[src/rtl/conv_pkg.sv]
// Shared dimensions and bit-index helpers for the 5x5 image / 3x3 kernel convolution.
package conv_pkg;
  localparam int IMG_DIM = 5;
  localparam int K_DIM   = 3;
  localparam int OUT_DIM = 3;
  localparam int PIX_W   = 4;
  localparam int ACC_W   = 12;
  localparam int PROD_W  = 2 * PIX_W;
  localparam int NTAP    = K_DIM * K_DIM;
  localparam int NWIN    = OUT_DIM * OUT_DIM;

  // MSB position of each packed element; all buses are row-major, element 0 in the top bits
  function automatic int pix_hi(input int r, input int c);
    return IMG_DIM * IMG_DIM * PIX_W - 1 - PIX_W * (IMG_DIM * r + c);
  endfunction

  function automatic int wgt_hi(input int i, input int j);
    return NTAP * PIX_W - 1 - PIX_W * (K_DIM * i + j);
  endfunction

  function automatic int res_hi(input int r, input int c);
    return NWIN * ACC_W - 1 - ACC_W * (OUT_DIM * r + c);
  endfunction
endpackage

[src/rtl/add_tree9.sv]
// Nine-input unsigned adder: 8-bit products summed through a balanced, widening tree.
module add_tree9
  import conv_pkg::*;
(
  input  logic [71:0] prods,
  output logic [11:0] sum
);
  logic [8:0]  l1 [4];
  logic [9:0]  l2 [2];
  logic [10:0] l3;

  always_comb begin
    for (int k = 0; k < 4; k++) begin
      l1[k] = {1'b0, prods[71 - 2*PROD_W*k -: PROD_W]} + {1'b0, prods[63 - 2*PROD_W*k -: PROD_W]};
    end
    for (int k = 0; k < 2; k++) begin
      l2[k] = {1'b0, l1[2*k]} + {1'b0, l1[2*k+1]};
    end
    l3 = {1'b0, l2[0]} + {1'b0, l2[1]};
    // the ninth product joins at the last level to keep the tree depth at four
    sum = {1'b0, l3} + {4'b0, prods[7:0]};
  end
endmodule

[src/rtl/top.sv]
// 3x3 valid convolution of a 5x5 image: registered products, then registered window sums.
module top
  import conv_pkg::*;
(
  input  logic         clk,
  input  logic         reset,
  input  logic [99:0]  image,
  input  logic [35:0]  filter,
  output logic [107:0] ans,
  output logic [107:0] ans_
);
  logic [7:0]  prod_nxt [9][9];
  logic [7:0]  prod_q   [9][9];
  logic [11:0] sums     [9];

  for (genvar w = 0; w < NWIN; w++) begin : g_win
    logic [71:0] taps;
    for (genvar t = 0; t < NTAP; t++) begin : g_tap
      // window w anchors at (w/3, w%3); tap t offsets by (t/3, t%3)
      assign prod_nxt[w][t] =
        {4'b0, image[pix_hi(w/OUT_DIM + t/K_DIM, w%OUT_DIM + t%K_DIM) -: PIX_W]} *
        {4'b0, filter[wgt_hi(t/K_DIM, t%K_DIM) -: PIX_W]};
      assign taps[71 - PROD_W*t -: PROD_W] = prod_q[w][t];
    end
    add_tree9 u_tree (
      .prods (taps),
      .sum   (sums[w])
    );
  end

  always_ff @(posedge clk) begin
    if (reset) begin
      prod_q <= '{default: '0};
      ans    <= '0;
      ans_   <= '0;
    end else begin
      prod_q <= prod_nxt;
      for (int w = 0; w < NWIN; w++) begin
        ans[107 - ACC_W*w -: ACC_W] <= sums[w];
      end
      ans_ <= ans;
    end
  end
endmodule

[config.mk]
export PLATFORM = sky130hd
export DESIGN_NAME = top
export DESIGN_NICKNAME = d
export VERILOG_FILES = /design/src/rtl/conv_pkg.sv /design/src/rtl/add_tree9.sv /design/src/rtl/top.sv
export SDC_FILE = /design/constraint.sdc
export NUM_CORES = 2
export LEC_CHECK = 0
export CORE_ASPECT_RATIO = 1.2
export CORE_MARGIN = 8
export CORE_UTILIZATION = 60
export DETAILED_ROUTE_END_ITERATION = 7
export PLACE_DENSITY = 0.79
export SLEW_MARGIN = 40
export SYNTH_ARGS = -nofsm -noshare
export SYNTH_HDL_FRONTEND = slang
export SYNTH_HIERARCHICAL = 1
export SYNTH_SLANG_ARGS = --single-unit
export TNS_END_PERCENT = 10
[constraint.sdc]
create_clock -name clk -period 8.4 [get_ports clk]
set_clock_uncertainty 0.1 [all_clocks]
set_input_delay 1.68 -clock clk [delete_from_list [all_inputs] [get_ports clk]]
set_output_delay 1.68 -clock clk [all_outputs]
set_load 0.005 [all_outputs]
==> metrics.md <==
| Metric | Value |
|---|---|
| Maximum VDD drop | `0.3908 mV` |
| Synth Instances | `7784` |
| Clock Sink Count | `864` |
| Area Growth Syn to Fin | `10.86%` |
| I/O Buffers | `353` |
| Worst Setup Path Type | `input port to flop` |
| Final period utilization | `between 50% and 60%` |
| Final Wtd Congestion | `0.9320` |
| Final Hold Fails | `0` |
| Share of the synthesized area in the top cell type | `23.03%` |
| Unrepaired setup endpoints after global routing | `false` |
| Die extent in y | `403.6 um` |
| Wire length per cell | `20.21 um` |
| Drt drc | `0` |
| Hold Crit Class | `flop to flop` |
| Max Fanout on Critical Path | `12` |
| Yosys reg bits | `864` |
| Final setup violation count | `0` |
| First-pass GRT wire length | `311500 um` |
| Critical-path top delay cell | `clkdlybuf4s50_1` |
| CTS Buf Count | `94` |
| Async set or reset register ratio after synthesis | `0%` |
| Outcome | `complete, no violations` |
| Synth area leader | `dfxtp_1` |
| Tot GR Track Use | `28.76%` |
| Resize count post-CTS | `0` |
| Most used DFF post-synth | `dfxtp_1` |
| Pin count of the biggest net entering global routing | `194` |
| Final wirelength | `197600 um` |
| Final nets | `approximately 10000` |
| Final ANT Viol Nets | `0` |
| DIE WIDTH | `339 um` |
| Mapped Avg Cell Area | `9.650 um2` |
| Critical path required time | `8.88 ns` |
| Clock buffer depth | `3` |
| Most instantiated library cell after synthesis | `inv_1` |
| Crit-path leading delay family | `adder cells` |
| I/O Pins | `354` |
| Setup crit end kind | `flop` |
| Setup Fix Bufs, Post-CTS | `0` |
| Leakage | `41.11 nW` |
| Cells after DPL | `9573` |
| Reg-to-reg startpoint | `g_win[5].taps[2]$_SDFF_PP0_` |
| Worst-skew pair later-pin latency | `between 0.7 and 0.8 ns` |
| Register-to-Register Path Depth | `16` |
| Crit. path cell count | `11` |
| Worst-Margin Slew | `0.9172 ns` |
| Syn_nets | `9821` |
| Leading post-synthesis cells by cell area | `dfxtp_1, fa_1, ha_1` |
| Finished Layout Cells | `9777` |
| Clock-pin slew on the worst setup and hold paths | `0.06 ns` |
| DR vias | `54670` |
| Yosys cell types | `54` |
| Core Region | `0.1245 mm2` |
| Pwr dens | `between 200 and 300 mW/mm2` |
| Headroom to the max-slew limit | `38.66%` |
| Max-Cap Viols | `0` |
| Number of flops mapped to enable cells by yosys | `0` |
| Vias in the first global route | `57800` |
| Arrival @ worst endpoint | `5.43 ns` |
| Synth Cell Area | `0.07512 mm2` |
| Slew Viols, Final | `0` |
| Row count | `approximately 140` |
| FF-to-FF setup slack | `slightly below 4 ns` |
| CTS H-tree lvls | `3` |
| CTS tree | `built` |
| CP cell instances | `clkdlybuf4s50_1, buf_4, nand2_1, fa_1, inv_1, fa_1, ha_1, a211oi_1, nor2_1, nor4b_1, or4_1` |
| Crit path launch type | `input port` |
| Sequential element share of the synthesized area | `23.03%` |
| YS warnings | `6` |
| DRT Pass-1 Iters | `6` |
| Synth top cells by count | `inv_1, ha_1, and2_1` |
| Dpl hpwl | `between 100000 and 150000 um` |
| Worst hold endpoint | `ans_[35]$_SDFF_PP0_` |
| Clock Tree Root | `clkbuf_16` |
| TNS Setup | `0 ns` |
| Critical Path Most Common Cell | `fa_1` |
| Hold buffers post-CTS | `0` |
| Initial antenna violation count | `27` |
| Starting DRT DRC Count | `roughly 3400` |
| Share of cells above drive strength 1 | `~4.4%` |
| Die area | `between 0.1 and 0.15 mm2` |
| Mean number of vias per cell | `around 5.6` |
| Initial Utilization | `60.31%` |
| Reg-to-Reg End | `ans[46]$_SDFF_PP0_` |
| Crit path buf inv count | `3` |
| Critical hold path startpoint | `ans[35]$_SDFF_PP0_` |
| Hold Path Depth | `1` |
| FMAX | `201.9 MHz` |
| Congestion Overflow GR | `0` |
| Worst path max stage delay | `0.97 ns` |
| Fin crit period | `4.953 ns` |
==> stage by stage <==
stage / area (um2) / hold WS (ns) / util (%) / power (mW) / worst slack, ns
after floorplan: 75120 / 0.3621 / - / 15.75 / 3.875
after global placement: 80010 / 0.3426 / 64.24 / 19.18 / 2.730
after detailed placement: 80030 / 0.3491 / 64.26 / 19.51 / 2.806
after CTS: 83140 / 0.3596 / 66.76 / 24.02 / 3.564
after global routing: 83230 / 0.3694 / 66.83 / 26.09 / 3.309
final: 83270 / 0.3605 / 66.86 / 23.91 / 3.447
==> routing by layer <==
layer,routed length [um],GRT usage (%)
met5,10,0
met2,91160,47.65
met4,11840,15.69
met1,79400,35.35
met3,15180,5.598
==> cell families (layout without fill, tap and decap cells) <==
| family | Yosys count | after routing | synth area share [%] |
|---|---|---|---|
| simple gates | 2680 | 2680 | 21.10 |
| xor+xnor | 218 | 218 | 2.542 |
| other cells | 0 | 32 | 0 |
| flops | 864 | 864 | 23.03 |
| compound gates | 643 | 643 | 5.883 |
| fa+ha+maj | 1899 | 1899 | 39.73 |
| buf+inv | 1478 | 1783 | 7.697 |
| mux | 2 | 2 | 0.02665 |
==> state kept, by name, summed over array words and instances (netlist names) <==
register,flops
ans,108
g_win.taps,648
ans_,108
==> worst max-delay path by stage <==
stage | startpoint | to
2_1_floorplan | filter[13] | g_win[2].taps[31]$_SDFF_PP0_
3_3_place_gp | filter[10] | g_win[3].taps[22]$_SDFF_PP0_
3_5_place_dp | filter[6] | g_win[4].taps[15]$_SDFF_PP0_
4_1_cts | filter[6] | g_win[5].taps[15]$_SDFF_PP0_
5_1_grt | filter[6] | g_win[5].taps[15]$_SDFF_PP0_
6_report | filter[6] | g_win[5].taps[15]$_SDFF_PP0_
==> power breakdown <==
group,internal (mW),switching [mW]
logic,6.67,7.85
registers,4.80,0.299
clock network,2.45,1.83
total,13.9,9.98
==> final cells by class <==
| cell class | count | area [um2] |
|---|---|---|
| tap | 1656 | 2072 |
| multi-input combinational | 5442 | 52080 |
| clock buffer | 129 | 2635 |
| clock inverter | 41 | 479.2 |
| antenna | 32 | 80.08 |
| sequential | 864 | 17300 |
| inverter | 1179 | 4425 |
| timing repair buffer | 434 | 4209 |
| fill | 9596 | 41270 |
==> cell usage in the layout (no fill, tap or decap), types with 21 or more instances in the layout <==
cell / n
nand2_1: 370
o21ai_0: 95
nor2_1: 243
a21o_1: 148
fa_1: 810
clkbuf_1: 21
clkdlybuf4s50_1: 343
xnor2_1: 151
and2_1: 964
or3b_2: 45
a311oi_1: 21
o21a_1: 24
a211oi_1: 37
xor2_1: 67
ha_1: 1089
buf_4: 76
or3_1: 22
nor4b_1: 121
nor4bb_1: 38
o311ai_1: 68
dfxtp_1: 864
nor4_1: 33
diode_2: 32
nor3b_1: 108
clkbuf_16: 95
inv_1: 1179
a21oi_1: 165
nor3_1: 112
nand3_1: 30
nor2b_1: 490
(Power assumes the default switching activity.)
